**src/rtl/steer_pkg.sv**
```systemverilog
// steer_pkg: shared steering command encodings, scheduler state codes and frame length default
package steer_pkg;
    localparam logic [1:0] REST_STATE  = 2'b00;
    localparam logic [1:0] LEFT_STATE  = 2'b01;
    localparam logic [1:0] RIGHT_STATE = 2'b11;
    localparam int FRAME_CYCLES_DEF = 2000000;
    typedef enum logic [2:0] {S_REST, S_LEFT, S_RIGHT, S_REVERSE, S_LOST} state_t;
    function automatic logic [1:0] state_cmd(input state_t s);
        return (s == S_LEFT) ? LEFT_STATE : (s == S_RIGHT) ? RIGHT_STATE : REST_STATE;
    endfunction
endpackage

```
**src/rtl/steer_scheduler_frame_tick_gen.sv**
```systemverilog
// frame_tick_gen: free-running servo frame counter; clk/rst (async active-low) in, frame_tick pulse out on the last cycle of each frame
module frame_tick_gen
    import steer_pkg::*;
#(
    parameter int FRAME_CYCLES = FRAME_CYCLES_DEF
) (
    input  logic clk,
    input  logic rst,
    output logic frame_tick
);
    logic [20:0] count;
    assign frame_tick = count == 21'(FRAME_CYCLES - 1);
    always_ff @(posedge clk or negedge rst) begin
        if (!rst) count <= '0;
        else count <= frame_tick ? '0 : count + 1'b1;
    end
endmodule

```
**src/rtl/steer_scheduler.sv**
```systemverilog
// steer_scheduler: frame-aligned steering arbiter; in clk, rst (async active-low), enable, manual_mode, manual_req[1:0], sensor[2:0]; out follower_state[1:0], frame_tick, lost; optional STEER_SOFTSTART_EN holds REST for 50 frames after reset
module steer_scheduler
    import steer_pkg::*;
#(
    parameter int FRAME_CYCLES        = FRAME_CYCLES_DEF,
    parameter int MIN_HOLD_FRAMES     = 3,
    parameter int REVERSE_REST_FRAMES = 2,
    parameter int LOST_FRAMES         = 25
) (
    input  logic       clk,
    input  logic       rst,
    input  logic       enable,
    input  logic       manual_mode,
    input  logic [1:0] manual_req,
    input  logic [2:0] sensor,
    output logic [1:0] follower_state,
    output logic       frame_tick,
    output logic       lost
);
    // One counter serves both the hold time and the reversal gap, so it saturates at the larger of the two
    localparam int CNT_MAX = (MIN_HOLD_FRAMES > REVERSE_REST_FRAMES) ? MIN_HOLD_FRAMES : REVERSE_REST_FRAMES;
    localparam int HW = $clog2(CNT_MAX + 1);
    localparam int LW = $clog2(LOST_FRAMES + 1);
    state_t state, state_n;
    logic [1:0] auto_q, auto_d, req, target_q, target_n;
    logic [HW-1:0] hold_cnt, hold_n, hold_inc;
    logic [LW-1:0] lost_cnt, lost_n, lost_inc;
    logic ss_active;
    frame_tick_gen #(.FRAME_CYCLES(FRAME_CYCLES)) u_tick (
        .clk(clk),
        .rst(rst),
        .frame_tick(frame_tick)
    );
`ifdef STEER_SOFTSTART_EN
    logic [5:0] ss_cnt;
    assign ss_active = ss_cnt != 6'd50;
    always_ff @(posedge clk or negedge rst) begin
        if (!rst) ss_cnt <= '0;
        else if (frame_tick && ss_active) ss_cnt <= ss_cnt + 1'b1;
    end
`else
    assign ss_active = 1'b0;
`endif
    assign lost = state == S_LOST;
    always_comb begin
        // 101 and 000 carry no usable direction, so the previous auto request stands
        auto_d = (sensor == 3'b010 || sensor == 3'b111) ? REST_STATE :
                 (sensor == 3'b100 || sensor == 3'b110) ? LEFT_STATE :
                 (sensor == 3'b001 || sensor == 3'b011) ? RIGHT_STATE : auto_q;
        req = manual_mode ? ((manual_req == 2'b10) ? REST_STATE : manual_req) : auto_d;
        hold_inc = (hold_cnt == HW'(CNT_MAX)) ? hold_cnt : hold_cnt + 1'b1;
        lost_inc = (manual_mode || sensor != 3'b000) ? '0 :
                   (lost_cnt == LW'(LOST_FRAMES)) ? lost_cnt : lost_cnt + 1'b1;
        state_n = state;
        target_n = target_q;
        hold_n = hold_cnt;
        lost_n = manual_mode ? '0 : lost_cnt;
        if (!enable || ss_active) begin
            state_n = S_REST;
            hold_n = '0;
            lost_n = '0;
        end else if (frame_tick) begin
            hold_n = hold_inc;
            lost_n = lost_inc;
            if (lost_inc == LW'(LOST_FRAMES)) state_n = S_LOST;
            else begin
                case (state)
                    S_REST: state_n = (req == LEFT_STATE) ? S_LEFT : (req == RIGHT_STATE) ? S_RIGHT : S_REST;
                    S_LEFT, S_RIGHT: begin
                        // Hold is judged on the count including this frame
                        if (hold_inc >= HW'(MIN_HOLD_FRAMES) && req != state_cmd(state)) begin
                            state_n = (req == REST_STATE) ? S_REST : S_REVERSE;
                            target_n = req;
                        end
                    end
                    S_REVERSE: state_n = (req == REST_STATE) ? S_REST :
                                         (hold_inc >= HW'(REVERSE_REST_FRAMES)) ?
                                         ((target_q == LEFT_STATE) ? S_LEFT : S_RIGHT) : S_REVERSE;
                    S_LOST: state_n = (sensor != 3'b000) ? S_REST : S_LOST;
                    default: state_n = S_REST;
                endcase
            end
            if (state_n != state) hold_n = '0;
        end
    end
    always_ff @(posedge clk or negedge rst) begin
        if (!rst) begin
            state <= S_REST;
            follower_state <= REST_STATE;
            auto_q <= REST_STATE;
            target_q <= REST_STATE;
            hold_cnt <= '0;
            lost_cnt <= '0;
        end else begin
            state <= state_n;
            follower_state <= state_cmd(state_n);
            auto_q <= auto_d;
            target_q <= target_n;
            hold_cnt <= hold_n;
            lost_cnt <= lost_n;
        end
    end
endmodule

```
**config.mk**
```make
export PLATFORM = sky130hd
export DESIGN_NAME = steer_scheduler
export DESIGN_NICKNAME = d
export VERILOG_FILES = /design/src/rtl/steer_pkg.sv /design/src/rtl/steer_scheduler_frame_tick_gen.sv /design/src/rtl/steer_scheduler.sv
export SDC_FILE = /design/constraint.sdc
export NUM_CORES = 1
export LEC_CHECK = 0
export CORE_AREA = 4 4 67 69
export CTS_CLUSTER_DIAMETER = 200
export DETAILED_ROUTE_END_ITERATION = 10
export DIE_AREA = 0 0 71 73
export GPL_ROUTABILITY_DRIVEN = 0
export PLACE_DENSITY_LB_ADDON = 0.3
export REMOVE_ABC_BUFFERS = 1
export SETUP_SLACK_MARGIN = 0.02
export SYNTH_ARGS = -nofsm -noshare
export SYNTH_HDL_FRONTEND = slang
export SYNTH_HIERARCHICAL = 1
export SYNTH_SLANG_ARGS = --single-unit
export TNS_END_PERCENT = 5
```
**constraint.sdc**
```tcl
create_clock -name clk -period 4.25 [get_ports clk]
set_input_delay 0.425 -clock clk [delete_from_list [all_inputs] [get_ports clk]]
set_output_delay 0.425 -clock clk [all_outputs]
set_load 0.03 [all_outputs]
```
# Yosys cells after proc, flatten, opt, wreduce, memory -nomap -nowiden
# Index checks and enable logic that the tools add are counted.
# op_classes
bitwise,1
mux,33
addsub,3
n_reduce_logical,10
n_lt_le_gt_ge,2
n_eq_ne,24
# ops
operator,n
2-to-1 mux 2 bit,19
2-to-1 mux 5 bit,5
adder 21 x 1 -> 21 bit (second input constant),1
equality test 21 bit (second input constant),1
2-to-1 mux 21 bit,1
2-to-1 mux 3 bit,7
equality test 3 x 2 -> 1 bit (second input constant),5
equality test 3 bit (second input constant),4
case mux 3 bit (4 select lines),1
equality test 5 bit (second input constant),2
equality test 3 x 1 -> 1 bit (second input constant),3
equality test 2 bit (second input constant),3
adder 5 x 1 -> 5 bit (second input constant),1
AND reduction 5 bit,1
equality test 2 x 1 -> 1 bit (second input constant),2
>= comparator 2 bit (second input constant),2
logical OR 1 bit,4
logical NOT 3 bit,1
!= test 3 x 1 -> 1 bit (second input constant),1
!= test 3 bit,1
nonzero test 3 bit,1
adder 2 x 1 -> 2 bit (second input constant),1
logical NOT 2 bit,1
!= test 2 x 1 -> 1 bit (second input constant),1
4 further kinds,4
# totals
register_bits,37
output_inout_bits,4
inputBits,9

# Depth between registers and ports, before layout
# depth
depth_word,18
mapped_depth,11
depth_no_buf,10

# Modules after synthesis
# Netlist, hierarchy kept.
# by_module_without_submodules
module,cells_per_inst,area_per_inst_um2,n_inst,seq_area_each_um2
steer_scheduler,139,1222.4,1,400.4
frame_tick_gen,94,1019.7,1,525.5

# Least setup slack after synthesis
# No wires, ideal clock.
# synth_timing
kind,flip-flop to flip-flop
start,register u_tick.count[17]
end,register hold_cnt[1]
path_stages_with_launch,10
t_arrival_ps,3088
n_path_buf,1
path_slack_ps,1097
required_ps,4185
setup_ps,65
cell_sequence,dfrtp_1 > and3_1 > or4b_1 > nor3_1 > clkbuf_1 > nand2_1 > a311o_1 > o31a_1 > nor4b_2 > o22a_1
# synth_between
elab_chain_cells,2
# synth_rtl
item,line,rtl
"start, declared",steer_scheduler_frame_tick_gen.sv:11,logic [20:0] count;
"start signal, assigned",steer_scheduler_frame_tick_gen.sv:15,else count <= frame_tick ? '0 : count + 1'b1;
equality test 21 bit,steer_scheduler_frame_tick_gen.sv:12,assign frame_tick = count == 21'(FRAME_CYCLES - 1);
named net frame_tick,steer_scheduler.sv:17,"output logic frame_tick,"
!= test 2 x 1 -> 1 bit (no line),-,
"end signal, assigned",steer_scheduler.sv:99,hold_cnt <= hold_n;
"end, declared",steer_scheduler.sv:26,"logic [HW-1:0] hold_cnt, hold_n, hold_inc;"
# The timed path passes the listed nets, and every way through them passes these cells.
# A chain may end at the register's enable or synchronous reset.

# Worst setup path after layout
# layout_timing
start,register u_tick.count[17]
end,output frame_tick
# layout_between
elab_chain_cells,1
# layout_rtl
item,line
equality test 21 bit,steer_scheduler_frame_tick_gen.sv:12
"end, declared",steer_scheduler.sv:17
# Every way passes these cells.

==> results.txt <==
----------------------------------------------------
[STA]
  Final clock period utilization by the worst path ... 69.0%
  RSZ-0062 raised after global routing ... no
  Minimum clock period after layout ... 2.93 ns
  Total of endpoints with negative setup slack in the final report ... 0
  Worst hold margin ... 0.219 ns
  Max Clock Skew ... 0.00730 ns
  Transition time at the pin with the least slew margin ... 0.787 ns
  F_max ... 341 MHz
  Slew headroom ... 47.6%
  Total negative slack ... 0 ns
  Max-slew violation count ... 0
  Count of endpoints failing hold in the final timing report ... 0

[Setup path]
  Critical Path End Type ... primary output
  Critical path peak fanout ... 10
  Kind of launch point of the worst setup path ... flop
  Critical path type ... reg -> out
  Crit path arrival time ... 2.51 ns
  Data required time at the worst endpoint ... 3.83 ns

[Detailed routing]
  Post-detailed-route count of antenna-violating nets ... 0
  Vias per std cell ... 5.94
  First-pass detailed-route iteration total ... 4
  Final routed wirelength across all metal layers ... 4210 um
  Detail-routed net length per standard cell ... 14.2 um
  Detailed Route Iter0 Violations ... 99
  Post-detailed-route DRC marker count ... 0
  Vias ... 1763

[Clock tree]
  # clock sinks ... 37
  H-tree levels ... 2
  Clock transition at the registers of the reported paths ... 0.07 ns
  Quantity of gates resized following cts ... 0
  Post-CTS Setup Bufs ... 0
  Hold-fix buffers, CTS ... 0
  Total CTS buffers ... 5
  Clock Latency Late Sink ... 0.29 ns
  CTS tree ... done
  Clock root buffer ... clkbuf_8
  Buffer levels on the longest clock path ... 2

[Floorplan]
  Die outline height ... 73 um
  Ports ... 13
  Initial standard-cell utilization of the core ... 57.3%
  Full die area ... 5180 um2
  Core Box Area ... 3910 um2
  Cell row count ... 23
  Die W ... 71 um

[Cells and area]
  Antenna Diode Count ... 0
  Filler cell count ... 343
  Syn-to-layout area delta ... 12.0%
  Fraction of layout instances using a drive strength above 1 ... 10.1%
  Number of nets in the final layout ... 258

[Place]
  Total of buffers placed on input and output ports ... 12
  Detailed placer's ending HPWL ... 3050 um

[Yosys]
  Ys async rst share ... 100%
  Commonest cells in the synthesized netlist ... dfrtp_1 (37), nor2_1 (20), nand2_1 (17)
  Number of synthesis warnings ... 6
  Most frequently used flop master after synthesis ... dfrtp_1
  Per-instance average area after synthesis ... 9.62 um2
  Cells after Synth ... 233
  Post-synth EDFFs ... 0
  Cell area after synthesis ... 2240 um2
  Share of the yosys chip area belonging to registers ... 41.3%
  Portion of synthesized cell area occupied by the leading cell type ... 41.3%
  Flip-flop and latch count after synthesis ... 37
  Cell types with the largest area share after synthesis ... dfrtp_1 (41%), xnor2_1 (5.1%), nor2_1 (3.3%)
  Number of distinct library cell variants in the gate-level netlist after synthesis ... 56
  Library cell with the largest summed area after synthesis ... dfrtp_1
  Most numerous cell in the Yosys netlist ... dfrtp_1

[Pwr]
  Static leakage ... 0.997 nW
  Total power per unit cell area ... 281 nW/um2
  Maximum resistive drop on vdd ... 201 uV

[Global route]
  Via count of the first global-routing pass ... 1656
  Wire length of the first global-routing pass ... 7720 um
  Pin count of the biggest net entering global routing ... 38
  Total routing resource utilization after global routing ... 18.6%
  Total congestion overflow ... 0
  Number of antenna violations at the first check in global routing ... 0

[Run]
  Max-cap violations ... 0

[Outcome]
  Run status ... complete, no violations

[Min path]
  Class of the tightest hold or removal check ... in -> async

----------------------------------------------------
## power breakdown
group,switching [W],internal [W]
Sequential,0.000000416,0.000354
Combinational,0.0000271,0.0000175
Clock,0.000116,0.000191
## cell families after synthesis
| logic type | synth area share, % |
|---|---|
| AND/OR/NAND/NOR | 27.3 |
| AO/OA/AOI/OAI | 17.0 |
| flip-flops | 41.3 |
| XOR/XNOR | 7.42 |
| buffers and inverters | 2.96 |
| multiplexers | 1.90 |
| adder cells (fa/ha/maj) | 2.12 |
## per-layer routing
metal | GRT usage, % | up-vias | wire length, um
met5 | 0 | - | 0
met4 | 8.35 | 0 | 93
met3 | 3.58 | 9 | 184
met2 | 27.3 | 38 | 1900
met1 | 26.6 | 837 | 2030
li1 | - | 879 | -
## stage by stage
stage,util (%),std cells,cell area [um2],worst slack [ns],power [W]
after floorplan,-,226,2210,0.920,0.000384
after global placement,61.2,289,2390,1.42,0.000405
after detailed placement,61.2,289,2390,1.41,0.000405
after CTS,64.2,297,2510,1.30,0.000716
after global routing,64.2,297,2510,1.13,0.000738
final,64.2,297,2510,1.32,0.000706
## sequential cells by signal (all words and copies together) (netlist names)
signal	cells
hold_cnt	2
state	3
auto_q	2
target_q	2
follower_state	2
u_tick/count	21
lost_cnt	5
## area by class of cell
type                       instances  area [um2]  share of cell area, %
tap                               50        62.6                   2.49
clock buffer                       7        86.3                   3.44
inverter                           9        33.8                   1.35
sequential                        37         926                   36.9
multi-input combinational        180        1250                   49.8
timing repair buffer              13         123                   4.88
clock inverter                     1        30.0                   1.20
## final timing paths
kind	startpoint	to	slack, ns	depth (start not counted)
worst min-delay path	rst	u_tick/count[17]$_DFF_PN0_	0.22	1
worst max-delay path	u_tick/count[17]$_DFF_PN0_	frame_tick	1.32	5
worst min register to register	u_tick/count[0]$_DFF_PN0_	u_tick/count[0]$_DFF_PN0_	0.47	1
worst max register to register	u_tick/count[17]$_DFF_PN0_	hold_cnt[1]$_DFFE_PN0P_	1.63	9
min in group clk	u_tick/count[0]$_DFF_PN0_	u_tick/count[0]$_DFF_PN0_	0.47	1
max in group asynchronous	rst	target_q[0]$_DFFE_PN0P_	3.54	1
## worst max-delay path, cell delays in order, from the launching register on
cell	delay, ns
dfrtp_1	0.41
and3_1	0.22
or4b_1	0.50
nor3_1	0.20
buf_4	0.20
clkdlybuf4s50_1	0.68
## cell usage in the layout (no fill, tap or decap), types with 2 or more instances in the layout
cell,count
a21oi_1,8
a221oi_1,3
and2_1,4
and3_1,5
clkbuf_8,6
clkdlybuf4s50_1,11
dfrtp_1,37
ha_1,3
inv_1,9
mux2_2,2
mux2i_1,2
nand2_1,17
nand2b_1,5
nand3_1,11
nand4_1,4
nor2_1,20
nor2b_1,7
nor3_1,9
nor3_2,2
nor3b_1,3
nor4_1,4
nor4b_1,3
o21ai_0,12
o31ai_1,5
o41ai_4,2
or3_1,3
xnor2_1,13
xor2_1,6
Power figures use the tool's default switching activity.
